**config.mk**
```make
export PLATFORM = sky130hd
export DESIGN_NAME = vend_sequencer_flat
export DESIGN_NICKNAME = d
export VERILOG_FILES = /design/src/rtl/vend_sequencer_if.sv /design/src/rtl/vend_sequencer.sv /design/src/flat_wrapper.sv
export SDC_FILE = /design/constraint.sdc
export NUM_CORES = 1
export LEC_CHECK = 0
export BUFFER_PORTS_ARGS = -buffer_cell sky130_fd_sc_hd__buf_2
export CAP_MARGIN = 5
export CORE_ASPECT_RATIO = 2
export CORE_MARGIN = 2
export CORE_UTILIZATION = 34
export CTS_CLUSTER_SIZE = 25
export DETAILED_ROUTE_END_ITERATION = 6
export PLACE_DENSITY = 0.52
export SYNTH_ARGS = -nofsm -noshare
export SYNTH_HDL_FRONTEND = slang
export SYNTH_SLANG_ARGS = --single-unit
```
**constraint.sdc**
```tcl
create_clock -name clk -period 3.1 [get_ports clk]
set_input_delay 0.62 -clock clk [delete_from_list [all_inputs] [get_ports clk]]
set_output_delay 0.62 -clock clk [all_outputs]
set_load 0.03 [all_outputs]
```
**src/rtl/vend_sequencer_if.sv**
```systemverilog
// Coin-slot, brewer and change-hopper signal bundle for the vending transaction controller.
// slave = the sequencer itself, master = the surrounding coin decoder / brewer / hopper.
interface vend_sequencer_if #(
  parameter int CREDIT_W = 4
);
  logic                coin_valid;
  logic [1:0]          coin_val;
  logic                cancel;
  logic                coin_accept;
  logic                coin_reject;
  logic                brew_req;
  logic                brew_ack;
  logic                brew_done;
  logic                coffee;
  logic                chg_req;
  logic                chg_ack;
  logic [CREDIT_W-1:0] credit;
  logic                busy;
  logic                timeout_refund;

  modport slave (
    input  coin_valid, coin_val, cancel, brew_ack, brew_done, chg_ack,
    output coin_accept, coin_reject, brew_req, coffee, chg_req, credit, busy, timeout_refund
  );

  modport master (
    output coin_valid, coin_val, cancel, brew_ack, brew_done, chg_ack,
    input  coin_accept, coin_reject, brew_req, coffee, chg_req, credit, busy, timeout_refund
  );
endinterface

```
**src/rtl/vend_sequencer.sv**
```systemverilog
// Coffee vending transaction controller: coin credit, brew handshake, 25p change payout.
// Optional idle auto-refund in COLLECT is enabled by defining TIMEOUT_REFUND_EN.
//
// state      | meaning
// -----------+-------------------------------------------------------------
// ST_IDLE    | no transaction, credit 0
// ST_COLLECT | accepting coins until credit reaches the price
// ST_BREW_REQ| brew_req held until the brewer acknowledges
// ST_BREWING | price deducted, waiting for brew_done
// ST_CHANGE  | paying remaining credit out one 25p coin per chg_ack
module vend_sequencer #(
  parameter int PRICE_UNITS = 4,
  parameter int MAX_CREDIT  = 7,
  parameter int CREDIT_W    = 4,
  parameter int TIMEOUT_CYC = 1000
) (
  input  logic            clk,
  input  logic            rst,
  vend_sequencer_if.slave bus
);

  if (PRICE_UNITS < 1 || PRICE_UNITS > MAX_CREDIT) begin : g_bad_price
    $error("vend_sequencer: PRICE_UNITS out of range");
  end
  if (MAX_CREDIT >= (1 << CREDIT_W)) begin : g_bad_width
    $error("vend_sequencer: CREDIT_W too narrow for MAX_CREDIT");
  end
  if (TIMEOUT_CYC < 1) begin : g_bad_timeout
    $error("vend_sequencer: TIMEOUT_CYC must be at least 1");
  end

  typedef enum logic [2:0] {
    ST_IDLE,
    ST_COLLECT,
    ST_BREW_REQ,
    ST_BREWING,
    ST_CHANGE
  } state_e;

  localparam logic [CREDIT_W:0]   MAX_W   = (CREDIT_W+1)'(MAX_CREDIT);
  localparam logic [CREDIT_W-1:0] PRICE_C = CREDIT_W'(PRICE_UNITS);
  localparam logic [CREDIT_W-1:0] ONE_C   = CREDIT_W'(1);
  localparam logic [CREDIT_W:0]   ONE_W   = (CREDIT_W+1)'(1);

  state_e              state_q, state_d;
  logic [CREDIT_W-1:0] credit_q, credit_d;
  logic                coin_accept_q, coin_accept_d;
  logic                coin_reject_q, coin_reject_d;
  logic                coffee_q, coffee_d;
  logic                tmo_q, tmo_d;
  logic [CREDIT_W:0]   coin_sum;
  logic                tmo_hit;

  // Sum one bit wider than credit so an over-limit coin can never wrap into range.
  assign coin_sum = {1'b0, credit_q} + (CREDIT_W+1)'(bus.coin_val) + ONE_W;

`ifdef TIMEOUT_REFUND_EN
  localparam int              TMO_W    = $clog2(TIMEOUT_CYC + 1);
  localparam logic [TMO_W-1:0] TMO_LOAD = TMO_W'(TIMEOUT_CYC - 1);

  logic [TMO_W-1:0] tmo_cnt_q, tmo_cnt_d;

  assign tmo_hit = (state_q == ST_COLLECT) && (tmo_cnt_q == '0);

  // Down-counter reloads on COLLECT entry and on every accepted coin.
  always_comb begin
    tmo_cnt_d = tmo_cnt_q;
    if ((state_q != ST_COLLECT && state_d == ST_COLLECT) || coin_accept_d) begin
      tmo_cnt_d = TMO_LOAD;
    end else if (state_q == ST_COLLECT && tmo_cnt_q != '0) begin
      tmo_cnt_d = tmo_cnt_q - 1'b1;
    end
  end

  always_ff @(posedge clk or posedge rst) begin
    if (rst) begin
      tmo_cnt_q <= '0;
    end else begin
      tmo_cnt_q <= tmo_cnt_d;
    end
  end
`else
  assign tmo_hit = 1'b0;
`endif

  always_comb begin
    state_d       = state_q;
    credit_d      = credit_q;
    coin_accept_d = 1'b0;
    coin_reject_d = 1'b0;
    coffee_d      = 1'b0;
    tmo_d         = 1'b0;

    case (state_q)
      ST_IDLE, ST_COLLECT: begin
        if (state_q == ST_COLLECT && bus.cancel) begin
          state_d       = ST_CHANGE;
          coin_reject_d = bus.coin_valid;
        end else if (bus.coin_valid) begin
          if (coin_sum <= MAX_W) begin
            credit_d      = coin_sum[CREDIT_W-1:0];
            coin_accept_d = 1'b1;
          end else begin
            coin_reject_d = 1'b1;
          end
          state_d = (credit_d >= PRICE_C) ? ST_BREW_REQ : ST_COLLECT;
        end else if (tmo_hit) begin
          state_d = ST_CHANGE;
          tmo_d   = 1'b1;
        end
      end

      ST_BREW_REQ: begin
        coin_reject_d = bus.coin_valid;
        if (bus.brew_ack) begin
          credit_d = credit_q - PRICE_C;
          state_d  = ST_BREWING;
        end
      end

      ST_BREWING: begin
        coin_reject_d = bus.coin_valid;
        if (bus.brew_done) begin
          coffee_d = 1'b1;
          state_d  = (credit_q != '0) ? ST_CHANGE : ST_IDLE;
        end
      end

      ST_CHANGE: begin
        coin_reject_d = bus.coin_valid;
        // A zero-credit refund (cancel with nothing inserted) just falls back to idle.
        if (credit_q == '0) begin
          state_d = ST_IDLE;
        end else if (bus.chg_ack) begin
          credit_d = credit_q - ONE_C;
          if (credit_q == ONE_C) begin
            state_d = ST_IDLE;
          end
        end
      end

      default: begin
        state_d  = ST_IDLE;
        credit_d = '0;
      end
    endcase
  end

  always_ff @(posedge clk or posedge rst) begin
    if (rst) begin
      state_q       <= ST_IDLE;
      credit_q      <= '0;
      coin_accept_q <= 1'b0;
      coin_reject_q <= 1'b0;
      coffee_q      <= 1'b0;
      tmo_q         <= 1'b0;
    end else begin
      state_q       <= state_d;
      credit_q      <= credit_d;
      coin_accept_q <= coin_accept_d;
      coin_reject_q <= coin_reject_d;
      coffee_q      <= coffee_d;
      tmo_q         <= tmo_d;
    end
  end

  assign bus.brew_req       = (state_q == ST_BREW_REQ);
  assign bus.chg_req        = (state_q == ST_CHANGE);
  assign bus.busy           = (state_q != ST_IDLE);
  assign bus.credit         = credit_q;
  assign bus.coin_accept    = coin_accept_q;
  assign bus.coin_reject    = coin_reject_q;
  assign bus.coffee         = coffee_q;
  assign bus.timeout_refund = tmo_q;

endmodule

```
**src/flat_wrapper.sv**
```systemverilog
// flat-port wrapper written by rule: the top's interface ports become plain ports
module vend_sequencer_flat 
#(
  parameter int PRICE_UNITS = 4,
  parameter int MAX_CREDIT  = 7,
  parameter int CREDIT_W    = 4,
  parameter int TIMEOUT_CYC = 1000
)
  (clk, rst, bus_coin_valid, bus_coin_val, bus_cancel, bus_brew_ack, bus_brew_done, bus_chg_ack, bus_coin_accept, bus_coin_reject, bus_brew_req, bus_coffee, bus_chg_req, bus_credit, bus_busy, bus_timeout_refund);
  vend_sequencer_if #(.CREDIT_W(CREDIT_W)) bus_i ();
  input  logic clk;
  input  logic rst;
  input wire logic [$bits(bus_i.coin_valid)-1:0] bus_coin_valid;
  input wire logic [$bits(bus_i.coin_val)-1:0] bus_coin_val;
  input wire logic [$bits(bus_i.cancel)-1:0] bus_cancel;
  input wire logic [$bits(bus_i.brew_ack)-1:0] bus_brew_ack;
  input wire logic [$bits(bus_i.brew_done)-1:0] bus_brew_done;
  input wire logic [$bits(bus_i.chg_ack)-1:0] bus_chg_ack;
  output wire logic [$bits(bus_i.coin_accept)-1:0] bus_coin_accept;
  output wire logic [$bits(bus_i.coin_reject)-1:0] bus_coin_reject;
  output wire logic [$bits(bus_i.brew_req)-1:0] bus_brew_req;
  output wire logic [$bits(bus_i.coffee)-1:0] bus_coffee;
  output wire logic [$bits(bus_i.chg_req)-1:0] bus_chg_req;
  output wire logic [$bits(bus_i.credit)-1:0] bus_credit;
  output wire logic [$bits(bus_i.busy)-1:0] bus_busy;
  output wire logic [$bits(bus_i.timeout_refund)-1:0] bus_timeout_refund;
  assign bus_i.coin_valid = bus_coin_valid;
  assign bus_i.coin_val = bus_coin_val;
  assign bus_i.cancel = bus_cancel;
  assign bus_i.brew_ack = bus_brew_ack;
  assign bus_i.brew_done = bus_brew_done;
  assign bus_i.chg_ack = bus_chg_ack;
  assign bus_coin_accept = bus_i.coin_accept;
  assign bus_coin_reject = bus_i.coin_reject;
  assign bus_brew_req = bus_i.brew_req;
  assign bus_coffee = bus_i.coffee;
  assign bus_chg_req = bus_i.chg_req;
  assign bus_credit = bus_i.credit;
  assign bus_busy = bus_i.busy;
  assign bus_timeout_refund = bus_i.timeout_refund;
  vend_sequencer #(.PRICE_UNITS(PRICE_UNITS), .MAX_CREDIT(MAX_CREDIT), .CREDIT_W(CREDIT_W), .TIMEOUT_CYC(TIMEOUT_CYC)) u_core (.clk(clk), .rst(rst), .bus(bus_i));
endmodule
```
==> metrics.csv, run 1 <==
stage,metric,value,unit
critical_path,CP max stage cell,dfrtp_1,
drt,routed length per instance,15.0,µm
layout,n_diodes,0,
cts,CTS Root Cell,clkbuf_8,
grt,largest net degree at the start of global routing,16,
grt,first-pass GRT wire length,3.97,mm
cts,Worst-Skew Late Latency,0.24,ns
floorplanning,Die ar.,3080,µm²
placed_design,GPL Wtd Cong,0.835,
sta,Tmin final,2.23,ns
synth,Synth area leaders,"dfrtp_1 (28%), ha_1 (8.4%), o21ai_0 (5.6%)",
drt,WL final,2.36,mm
synth,Post-Syn Nets,128,
critical_path,crit-path max cell delay,0.60,ns
critical_path,CP Data Required Time,2.48,ns
power_and_ir_drop,Static Leak,0.515,nW
synth,Post-Syn Area,895,µm²
layout,multi-input logic area,578,µm²
synth,commonest cells in the netlist,"dfrtp_1 (10), inv_1 (10), o21ai_0 (10)",
grt,Global Route met3 Usage,0.0262,
drt,Via density,5.51,
floorplanning,I/O pins,20,
sta,clock skew,0.00490,ns
synth,yosys warns,0,
drt,vias,865,
layout,Fillers,280,
layout,FF/Latch Area,250,µm²
drt,drt initial violations,15,
critical_path,WP buf/inv,2,
floorplanning,Initial Utilization,0.353,
synth,post-synth cell types,43,
sta,crit share post-route,0.720,
placed_design,IO buf count,18,
cts,CTS Hold Bufs,0,
cts,postcts setup bufs,0,
drt,post-route antenna net violation count,0,
floorplanning,Core Area,2540,µm²
critical_path,crit path cell chain,or3b_4 > inv_1 > buf_2,
layout,"Area growth, synth to finish",17.3,%
layout,fin util,0.414,
cts,CTS tree,done,
floorplanning,row count,26,
grt,met1 Resource Use GR,0.199,
layout,NumNets Final,146,
synth,register area share after synthesis,0.280,
power_and_ir_drop,pwr dens,1070,nW/µm²
floorplanning,chip height,76.5,µm
critical_path,crit path capture type,output pin,
sta,Final Hold Fails,0,
synth,"FF+latch count, synth",10,
cts,PostCTS Resize Cnt,0,
synth,Yosys top cell by area,dfrtp_1,
cts,H-tree depth,1,
grt,met2 Track Usage GR,0.300,
grt,Overflow after GRT,0,
critical_path,CP top delay family,flip-flops,
cts,Inserted Clock Buffers,3,
outcome,status,finished clean,
power_and_ir_drop,"IR drop worst, VDD",0.000447,V
critical_path,Setup CP Type,flop to output pin,
synth,Post-synth EDFFs,0,
synth,asr flop ratio synth,1.00,
grt,vias in the first global route,884,
cts,CTS Sinks,10,
floorplanning,Chip Width,40.3,µm
sta,Max Freq,448,MHz
job,Max Cap Viol,0,
synth,Avg Inst Size Synth,7.99,µm²
sta,unrepaired setup endpoints after global routing,false,
sta,Fin Hold WS,0.365,ns
sta,"Slew Viols, Final",0,
cts,worst-case clock buffer depth,2,
placed_design,post-DP HPWL,1.87,mm
synth,Yosys top cell area share,0.280,
drt,drt first pass iters,4,
synth,Synth Instances,112,
synth,Main synth FF type,dfrtp_1,
critical_path,Setup crit start kind,flop,
critical_path,Worst Path Arrival,1.61,ns
sta,Fin Setup TNS,0,ns
layout,layout cell share with drive strength beyond 1,0.209,
drt,DRC,0,
min_path,HP Class,primary input to asynchronous set/reset pin,
sta,final setup violation count,0,
cts,Worst-path clk slew,0.05,ns
grt,GRT Total Usage,0.181,
grt,Top Usage Layer GRT,met2,
grt,initial antenna violation count,0,
critical_path,CP Max Fanout,15,
flip-flops by register name, summed over array words and instances, names as in the netlist:
signal and count:
u_core.bus.credit 4, u_core.bus.coffee 1, u_core.bus.coin_reject 1, u_core.state_q 3, u_core.bus.coin_accept 1
cell families (layout without fill, tap and decap cells):
kind of cell | Yosys count | after routing | synth area share
AOI/OAI and AO/OA | 39 | 39 | 0.304
and+or+nand+nor | 38 | 38 | 0.222
buffers and inverters | 16 | 33 | 0.0741
DFF | 10 | 10 | 0.280
adders and majority gates | 7 | 7 | 0.106
other | 1 | 1 | 0.00419
xor gates and xnor gates | 1 | 1 | 0.00979
stage by stage:
step                total power [mW]  setup WS (ns)  std cells  instance area, µm²
floorplan                      0.782          0.849        112                 895
global placement               0.948          0.735        153                 995
detailed placement             0.948          0.704        153                 995
CTS                             1.12          0.869        157                1050
global route                    1.21          0.731        157                1050
finish                          1.12          0.867        157                1050
power breakdown:
group,internal [mW],switching [mW],leakage [nW]
registers,0.180,0.0981,0.130
clock network,0.112,0.0552,0.0288
logic,0.259,0.414,0.357
total,0.551,0.567,0.515
layout make-up:
type / count / share of cell area
Sequential cell: 10 / 0.238
Tap cell: 28 / 0.0334
Multi-Input combinational cell: 86 / 0.551
Inverter: 11 / 0.0393
Timing Repair Buffer: 18 / 0.0858
Clock buffer: 4 / 0.0524
per-layer routing:
metal | up-vias | wire, µm
met5 | - | 0
met4 | 0 | 95
met3 | 8 | 61
met2 | 17 | 1260
met1 | 401 | 942
li1 | 439 | -
cell usage in the layout, fill, tap and decap left out, types with 2 or more instances in the layout:
master    count
ha_1          6
o22a_1        2
inv_1        10
nand2_1       7
buf_2        18
clkbuf_8      4
o211ai_1      2
nand2b_1      3
nor2_1        8
nand3_1       5
o21ai_0      10
nor2b_1       4
nor3_1        4
a21oi_1       9
dfrtp_1      10
worst paths after layout:
kind                            cells past startpoint                              from  slack [ns]                                to
max in group asynchronous                           2                               rst        2.43  u_core.bus.credit[2]$_DFFE_PP0P_
min in group clk                                    2                    bus_coin_valid        0.64  u_core.bus.coin_reject$_DFF_PP0_
worst min register to register                      2  u_core.bus.credit[0]$_DFFE_PP0P_        0.66  u_core.bus.credit[0]$_DFFE_PP0P_
worst max-delay path                                3     u_core.state_q[2]$_DFFE_PP0P_        0.87                       bus_chg_req
worst min-delay path                                2                               rst        0.36  u_core.bus.coin_reject$_DFF_PP0_
worst max register to register                      8  u_core.bus.credit[0]$_DFFE_PP0P_        0.89  u_core.bus.credit[2]$_DFFE_PP0P_
(Power assumes the default switching activity.)
==> inputs of run 2 (changes only) <==
--- a/config.mk
+++ b/config.mk
@@ -12,7 +12,7 @@
 export CORE_UTILIZATION = 34
 export CTS_CLUSTER_SIZE = 25
 export DETAILED_ROUTE_END_ITERATION = 6
-export PLACE_DENSITY = 0.52
+export PLACE_DENSITY = 0.54
 export SYNTH_ARGS = -nofsm -noshare
 export SYNTH_HDL_FRONTEND = slang
 export SYNTH_SLANG_ARGS = --single-unit
==> constraint.sdc (replaced) <==
create_clock -name clk -period 2.05 [get_ports clk]
set_input_delay 0.41 -clock clk [delete_from_list [all_inputs] [get_ports clk]]
set_output_delay 0.41 -clock clk [all_outputs]
set_load 0.03 [all_outputs]
==> run 2 against run 1 <==
Core utilization rose by 2.7 points; largest cell class unchanged; largest power group unchanged; combinational power rose by 78%; flip-flop and latch count did not move; count of clock-buffer cells in the layout did not move; power rose by 61%; non-clock buffer count rose by 7; sequential power rose by 23%; clock skew fell by 0.00052 ns.
==> metrics.csv, run 2 (same netlist as run 1, synthesis figures left out) <==
stage,metric,value,unit
critical_path,Setup CP Type,flop to flop,
cts,CTS tree,done,
critical_path,Most common cell on crit path,a21oi_1,
critical_path,r2r endpoint,u_core.bus.credit[2]$_DFFE_PP0P_,
power_and_ir_drop,Static Leak,0.552,nW
sta,clock skew,0.00439,ns
cts,CTS Root Cell,clkbuf_8,
cts,Worst-Skew Late Latency,0.24,ns
grt,largest net degree at the start of global routing,11,
critical_path,WP depth,8,
layout,NumNets Final,153,
placed_design,IO buf count,18,
sta,Tmin final,1.99,ns
critical_path,R2R cell count,8,
layout,post-layout instance area,1120,µm²
floorplanning,row count,26,
critical_path,crit-path max cell delay,0.48,ns
layout,"most common cell after layout, fill and taps aside",buf_2,
cts,worst-case clock buffer depth,2,
critical_path,reg2reg start,u_core.bus.credit[0]$_DFFE_PP0P_,
sta,unrepaired setup endpoints after global routing,true,
floorplanning,chip height,76.5,µm
drt,drt first pass iters,4,
placed_design,Placement Cell Area,1050,µm²
layout,fin util,0.440,
grt,Overflow after GRT,0,
placed_design,GPL Wtd Cong,0.885,
drt,DRC,0,
sta,Final Hold Fails,0,
job,Max Cap Viol,0,
critical_path,WP buf/inv,1,
cts,Worst-path clk slew,0.05,ns
grt,GRT Total Usage,0.188,
cts,CTS Sinks,10,
drt,drt initial violations,37,
cts,PostCTS Resize Cnt,0,
drt,post-route antenna net violation count,0,
layout,most frequent cells in the layout,"buf_2 (18), inv_1 (9), a21oi_1 (9)",
floorplanning,Die ar.,3080,µm²
critical_path,CP Max Fanout,4,
min_path,HP Class,primary input to asynchronous set/reset pin,
floorplanning,Core Area,2540,µm²
drt,WL final,2.41,mm
cts,H-tree depth,1,
grt,vias in the first global route,910,
sta,"Slew Viols, Final",0,
critical_path,CP startpoint,u_core.bus.credit[0]$_DFFE_PP0P_,
sta,final setup violation count,0,
critical_path,crit path capture type,flop,
layout,"Area growth, synth to finish",24.9,%
drt,vias,907,
critical_path,crit path cell chain,inv_2 > ha_2 > fa_2 > or4_1 > a21oi_1 > o21bai_1 > a21oi_1 > a221o_1,
floorplanning,I/O pins,20,
grt,first-pass GRT wire length,4.06,mm
critical_path,CP Data Required Time,2.23,ns
cts,postcts setup bufs,0,
layout,n_diodes,0,
drt,routed length per instance,14.7,µm
cts,Inserted Clock Buffers,3,
floorplanning,Chip Width,40.3,µm
power_and_ir_drop,"IR drop worst, VDD",0.000629,V
critical_path,reg2reg setup slack,0.06,ns
layout,layout cell share with drive strength beyond 1,0.294,
critical_path,Critical Path Sink,u_core.bus.credit[2]$_DFFE_PP0P_,
floorplanning,Initial Utilization,0.353,
layout,max reg flops,4,
cts,CTS Hold Bufs,0,
sta,Max Freq,503,MHz
outcome,status,finished clean,
critical_path,CP max stage cell,or4_1,
placed_design,post-DP HPWL,1.95,mm
grt,initial antenna violation count,0,
sta,crit share post-route,0.970,
critical_path,Worst Path Arrival,2.17,ns
critical_path,Setup crit start kind,flop,
drt,Via density,5.53,
power_and_ir_drop,pwr dens,1610,nW/µm²
critical_path,CP top delay family,adder cells,
-- run 2: cell type report --
class | count | area (µm²)
flip-flops and latches | 10 | 253
multi-input cells | 86 | 591
clock buffers | 4 | 55.1
inverters | 11 | 41.3
repair buffers | 25 | 143
fillers | 266 | 1420
well taps | 28 | 35.0
-- run 2: worst min path at each step --
stage | slack (ns) | depth (start not counted) | endpoint | start
2_1_floorplan | 0.25 | 1 | u_core.bus.coffee$_DFF_PP0_ | rst
3_3_place_gp | 0.42 | 2 | u_core.bus.coffee$_DFF_PP0_ | rst
3_5_place_dp | 0.43 | 2 | u_core.bus.coffee$_DFF_PP0_ | rst
4_1_cts | 0.17 | 2 | u_core.bus.coffee$_DFF_PP0_ | rst
5_1_grt | 0.18 | 2 | u_core.state_q[0]$_DFFE_PP0P_ | rst
6_report | 0.16 | 2 | u_core.state_q[0]$_DFFE_PP0P_ | rst
-- run 2: routing by layer --
| metal | GRT usage | up-vias | wire (µm) |
|---|---|---|---|
| met2 | 0.287 | 22 | 1300 |
| met5 | 0 | - | 0 |
| met3 | 0.0175 | 13 | 44 |
| li1 | - | 450 | - |
| met4 | 0.143 | 0 | 129 |
| met1 | 0.223 | 422 | 935 |
-- run 2: metrics by stage --
step	TNS, ns	hold slack (ns)	instances	setup WS, ns	power, mW
floorplan	0	0.250	112	0.00113	1.19
global placement	-0.0182	0.419	160	-0.0182	1.52
detailed placement	-0.0443	0.426	160	-0.0443	1.52
CTS	0	0.165	164	0.0442	1.79
global route	-0.0584	0.175	164	-0.0584	1.96
finish	0	0.157	164	0.0622	1.80
-- run 2: report_power, final --
| group | total, mW | leakage [nW] | internal (mW) | switching (mW) |
|---|---|---|---|---|
| registers | 0.343 | 0.127 | 0.277 | 0.0661 |
| clock network | 0.256 | 0.0288 | 0.170 | 0.0861 |
| logic | 1.20 | 0.396 | 0.470 | 0.733 |
| total | 1.80 | 0.552 | 0.916 | 0.886 |
==> inputs of run 3 (changes only) <==
--- a/config.mk
+++ b/config.mk
@@ -5,14 +5,14 @@
 export SDC_FILE = /design/constraint.sdc
 export NUM_CORES = 1
 export LEC_CHECK = 0
+export ABC_AREA = 1
 export BUFFER_PORTS_ARGS = -buffer_cell sky130_fd_sc_hd__buf_2
 export CAP_MARGIN = 5
-export CORE_ASPECT_RATIO = 2
 export CORE_MARGIN = 2
-export CORE_UTILIZATION = 34
+export CORE_UTILIZATION = 45
 export CTS_CLUSTER_SIZE = 25
 export DETAILED_ROUTE_END_ITERATION = 6
-export PLACE_DENSITY = 0.54
+export PLACE_DENSITY = 0.69
 export SYNTH_ARGS = -nofsm -noshare
 export SYNTH_HDL_FRONTEND = slang
 export SYNTH_SLANG_ARGS = --single-unit
==> run 3 against run 2 <==
First-iteration DRC count shrank 57%; via count decreased by 5.3%; fmax increased by 7.5%; final cell count grew 7.9%; global-route usage about the same; power down 6.1%; largest power group unchanged.
==> metrics.csv, run 3 <==
stage,metric,value,unit
outcome,status,finished clean,
drt,routed length per instance,10.9,µm
synth,register area share after synthesis,0.284,
synth,Yosys top cell area share,0.284,
grt,Overflow after GRT,0,
power_and_ir_drop,"IR drop worst, VDD",0.000796,V
floorplanning,chip height,48.3,µm
cts,CTS tree,done,
floorplanning,Chip Width,48.3,µm
synth,Synth area leaders,"dfrtp_1 (28%), nand2_1 (17%), ha_1 (8.5%)",
sta,Max Freq,541,MHz
critical_path,Setup CP Type,flop to flop,
drt,vias,859,
drt,Via density,4.85,
synth,Post-Syn Area,882,µm²
floorplanning,Initial Utilization,0.464,
layout,"most common cell after layout, fill and taps aside",nand2_1,
synth,asr flop ratio synth,1.00,
power_and_ir_drop,Pwr Total,1.69,mW
grt,largest net degree at the start of global routing,11,
power_and_ir_drop,pwr dens,1610,nW/µm²
critical_path,CP max stage cell,dfrtp_1,
synth,Post-synth EDFFs,0,
grt,vias in the first global route,683,
critical_path,CP Max Fanout,5,
synth,Avg Inst Size Synth,6.89,µm²
floorplanning,I/O pins,20,
cts,worst-case clock buffer depth,2,
layout,NumNets Final,167,
synth,commonest cells in the netlist,"nand2_1 (41), inv_1 (18), nand3_1 (11)",
grt,first-pass GRT wire length,2.95,mm
job,Max Cap Viol,0,
sta,crit share post-route,0.902,
layout,max reg flops,4,
sta,"Slew Viols, Final",0,
sta,Final Hold Fails,0,
synth,Main synth FF type,dfrtp_1,
synth,Yosys top cell by area,dfrtp_1,
floorplanning,Die ar.,2330,µm²
critical_path,Most common cell on crit path,nand2_1,
synth,Post-Syn Nets,144,
layout,layout cell share with drive strength beyond 1,0.273,
cts,H-tree depth,1,
placed_design,GPL Wtd Cong,0.821,
grt,initial antenna violation count,0,
placed_design,IO buf count,18,
sta,clock skew,0.00123,ns
synth,post-synth cell types,27,
synth,"FF+latch count, synth",10,
power_and_ir_drop,Static Leak,0.597,nW
synth,yosys warns,0,
synth,top-count cell post-synth,nand2_1,
critical_path,crit path capture type,flop,
sta,Fin Setup TNS,0,ns
min_path,HP Class,primary input to asynchronous set/reset pin,
synth,Synth Instances,128,
layout,n_diodes,0,
sta,Tmin final,1.85,ns
drt,drt first pass iters,4,
critical_path,Setup crit start kind,flop,
placed_design,post-DP HPWL,1.54,mm
critical_path,reg2reg start,u_core.bus.credit[0]$_DFFE_PP0P_,
cts,Inserted Clock Buffers,3,
sta,final setup violation count,0,
critical_path,crit-path max cell delay,0.39,ns
grt,GRT Total Usage,0.188,
critical_path,CP Data Required Time,2.22,ns
drt,post-route antenna net violation count,0,
floorplanning,Core Area,1900,µm²
floorplanning,row count,16,
drt,drt initial violations,16,
drt,DRC,0,
critical_path,CP startpoint,u_core.bus.credit[0]$_DFFE_PP0P_,
drt,WL final,1.93,mm
cts,CTS Hold Bufs,0,
critical_path,Worst Path Arrival,2.02,ns
cts,Worst-Skew Late Latency,0.27,ns
cts,Worst-path clk slew,0.07,ns
layout,"Area growth, synth to finish",19.0,%
critical_path,crit path cell chain,inv_1 > ha_1 > fa_2 > inv_1 > nand2_1 > a21o_1 > nand3_1 > nand2_1 > nand2_1 > nand2_1,
sta,unrepaired setup endpoints after global routing,false,
cts,CTS Root Cell,clkbuf_4,
cts,CTS Sinks,10,
layout,most frequent cells in the layout,"nand2_1 (41), inv_1 (18), buf_2 (18)",
[run 3: cell types whose count changed after synthesis, sizes merged, moves of 3 or more]
cell,before,now
o21ai,10,4
nand3,5,11
a21oi,9,3
nand2,7,43
nand4,0,4
nand2b,3,0
nor2b,4,0
nor2,8,12
inv,11,21
[run 3: cell families after synthesis]
family | synth area share
DFF | 0.284
and+or+nand+nor | 0.400
adders and majority gates | 0.108
other | 0.00425
AOI/OAI and AO/OA | 0.0823
buffers and inverters | 0.112
xor gates and xnor gates | 0.00993
[run 3: area by class of cell]
type	count	area, µm²
repair buffers	20	105
inverters	22	83.8
multi-input cells	94	541
well taps	27	33.8
fillers	184	852
clock buffers	4	36.3
flip-flops and latches	10	250
[run 3: power by group]
group          total, mW  internal, mW  switching, mW
clock              0.182         0.108         0.0735
combinational       1.13         0.399          0.735
sequential         0.378         0.276          0.101
total               1.69         0.783          0.910
[run 3: worst paths after layout]
kind                                                         end  slack [ns]  depth (start not counted)
worst max-delay path               u_core.state_q[0]$_DFFE_PP0P_        0.20                         10
worst min-delay path            u_core.bus.credit[3]$_DFFE_PP0P_        0.10                          2
worst max register to register     u_core.state_q[0]$_DFFE_PP0P_        0.20                         10
worst min register to register  u_core.bus.credit[2]$_DFFE_PP0P_        0.57                          2
max in group asynchronous       u_core.bus.credit[1]$_DFFE_PP0P_        1.67                          2
min in group clk                u_core.bus.coin_reject$_DFF_PP0_        0.36                          3
[run 3: per-stage QoR]
step | setup slack, ns | util | instance area, µm² | hold WS [ns] | instances
after floorplan | 0.0426 | - | 882 | 0.250 | 128
after global placement | 0.165 | 0.525 | 998 | 0.408 | 172
after detailed placement | 0.102 | 0.525 | 998 | 0.411 | 172
after CTS | 0.0860 | 0.544 | 1030 | 0.116 | 176
after global routing | 0.0486 | 0.552 | 1050 | 0.151 | 177
final | 0.201 | 0.552 | 1050 | 0.103 | 177
[run 3: what timing repair did]
action | in CTS | in global routing
resized for setup | 0 | 2
setup endpoints to repair | 0 | 5
setup buffers | 0 | 1
endpoints found under the hold margin | 0 | 0
[run 3: worst max-delay path, delay by kind of cell, from the launching register on]
family | cells | cell delay, ns
fa+ha+maj | 2 | 0.60
flops | 1 | 0.39
simple gates | 5 | 0.37
compound gates | 1 | 0.22
buf+inv | 2 | 0.17
[run 3: routing by layer]
layer / global-route usage / routed length, µm
met1: 0.251 / 871
met2: 0.279 / 894
met3: 0.0556 / 125
met4: 0.0811 / 40
met5: 0 / 0
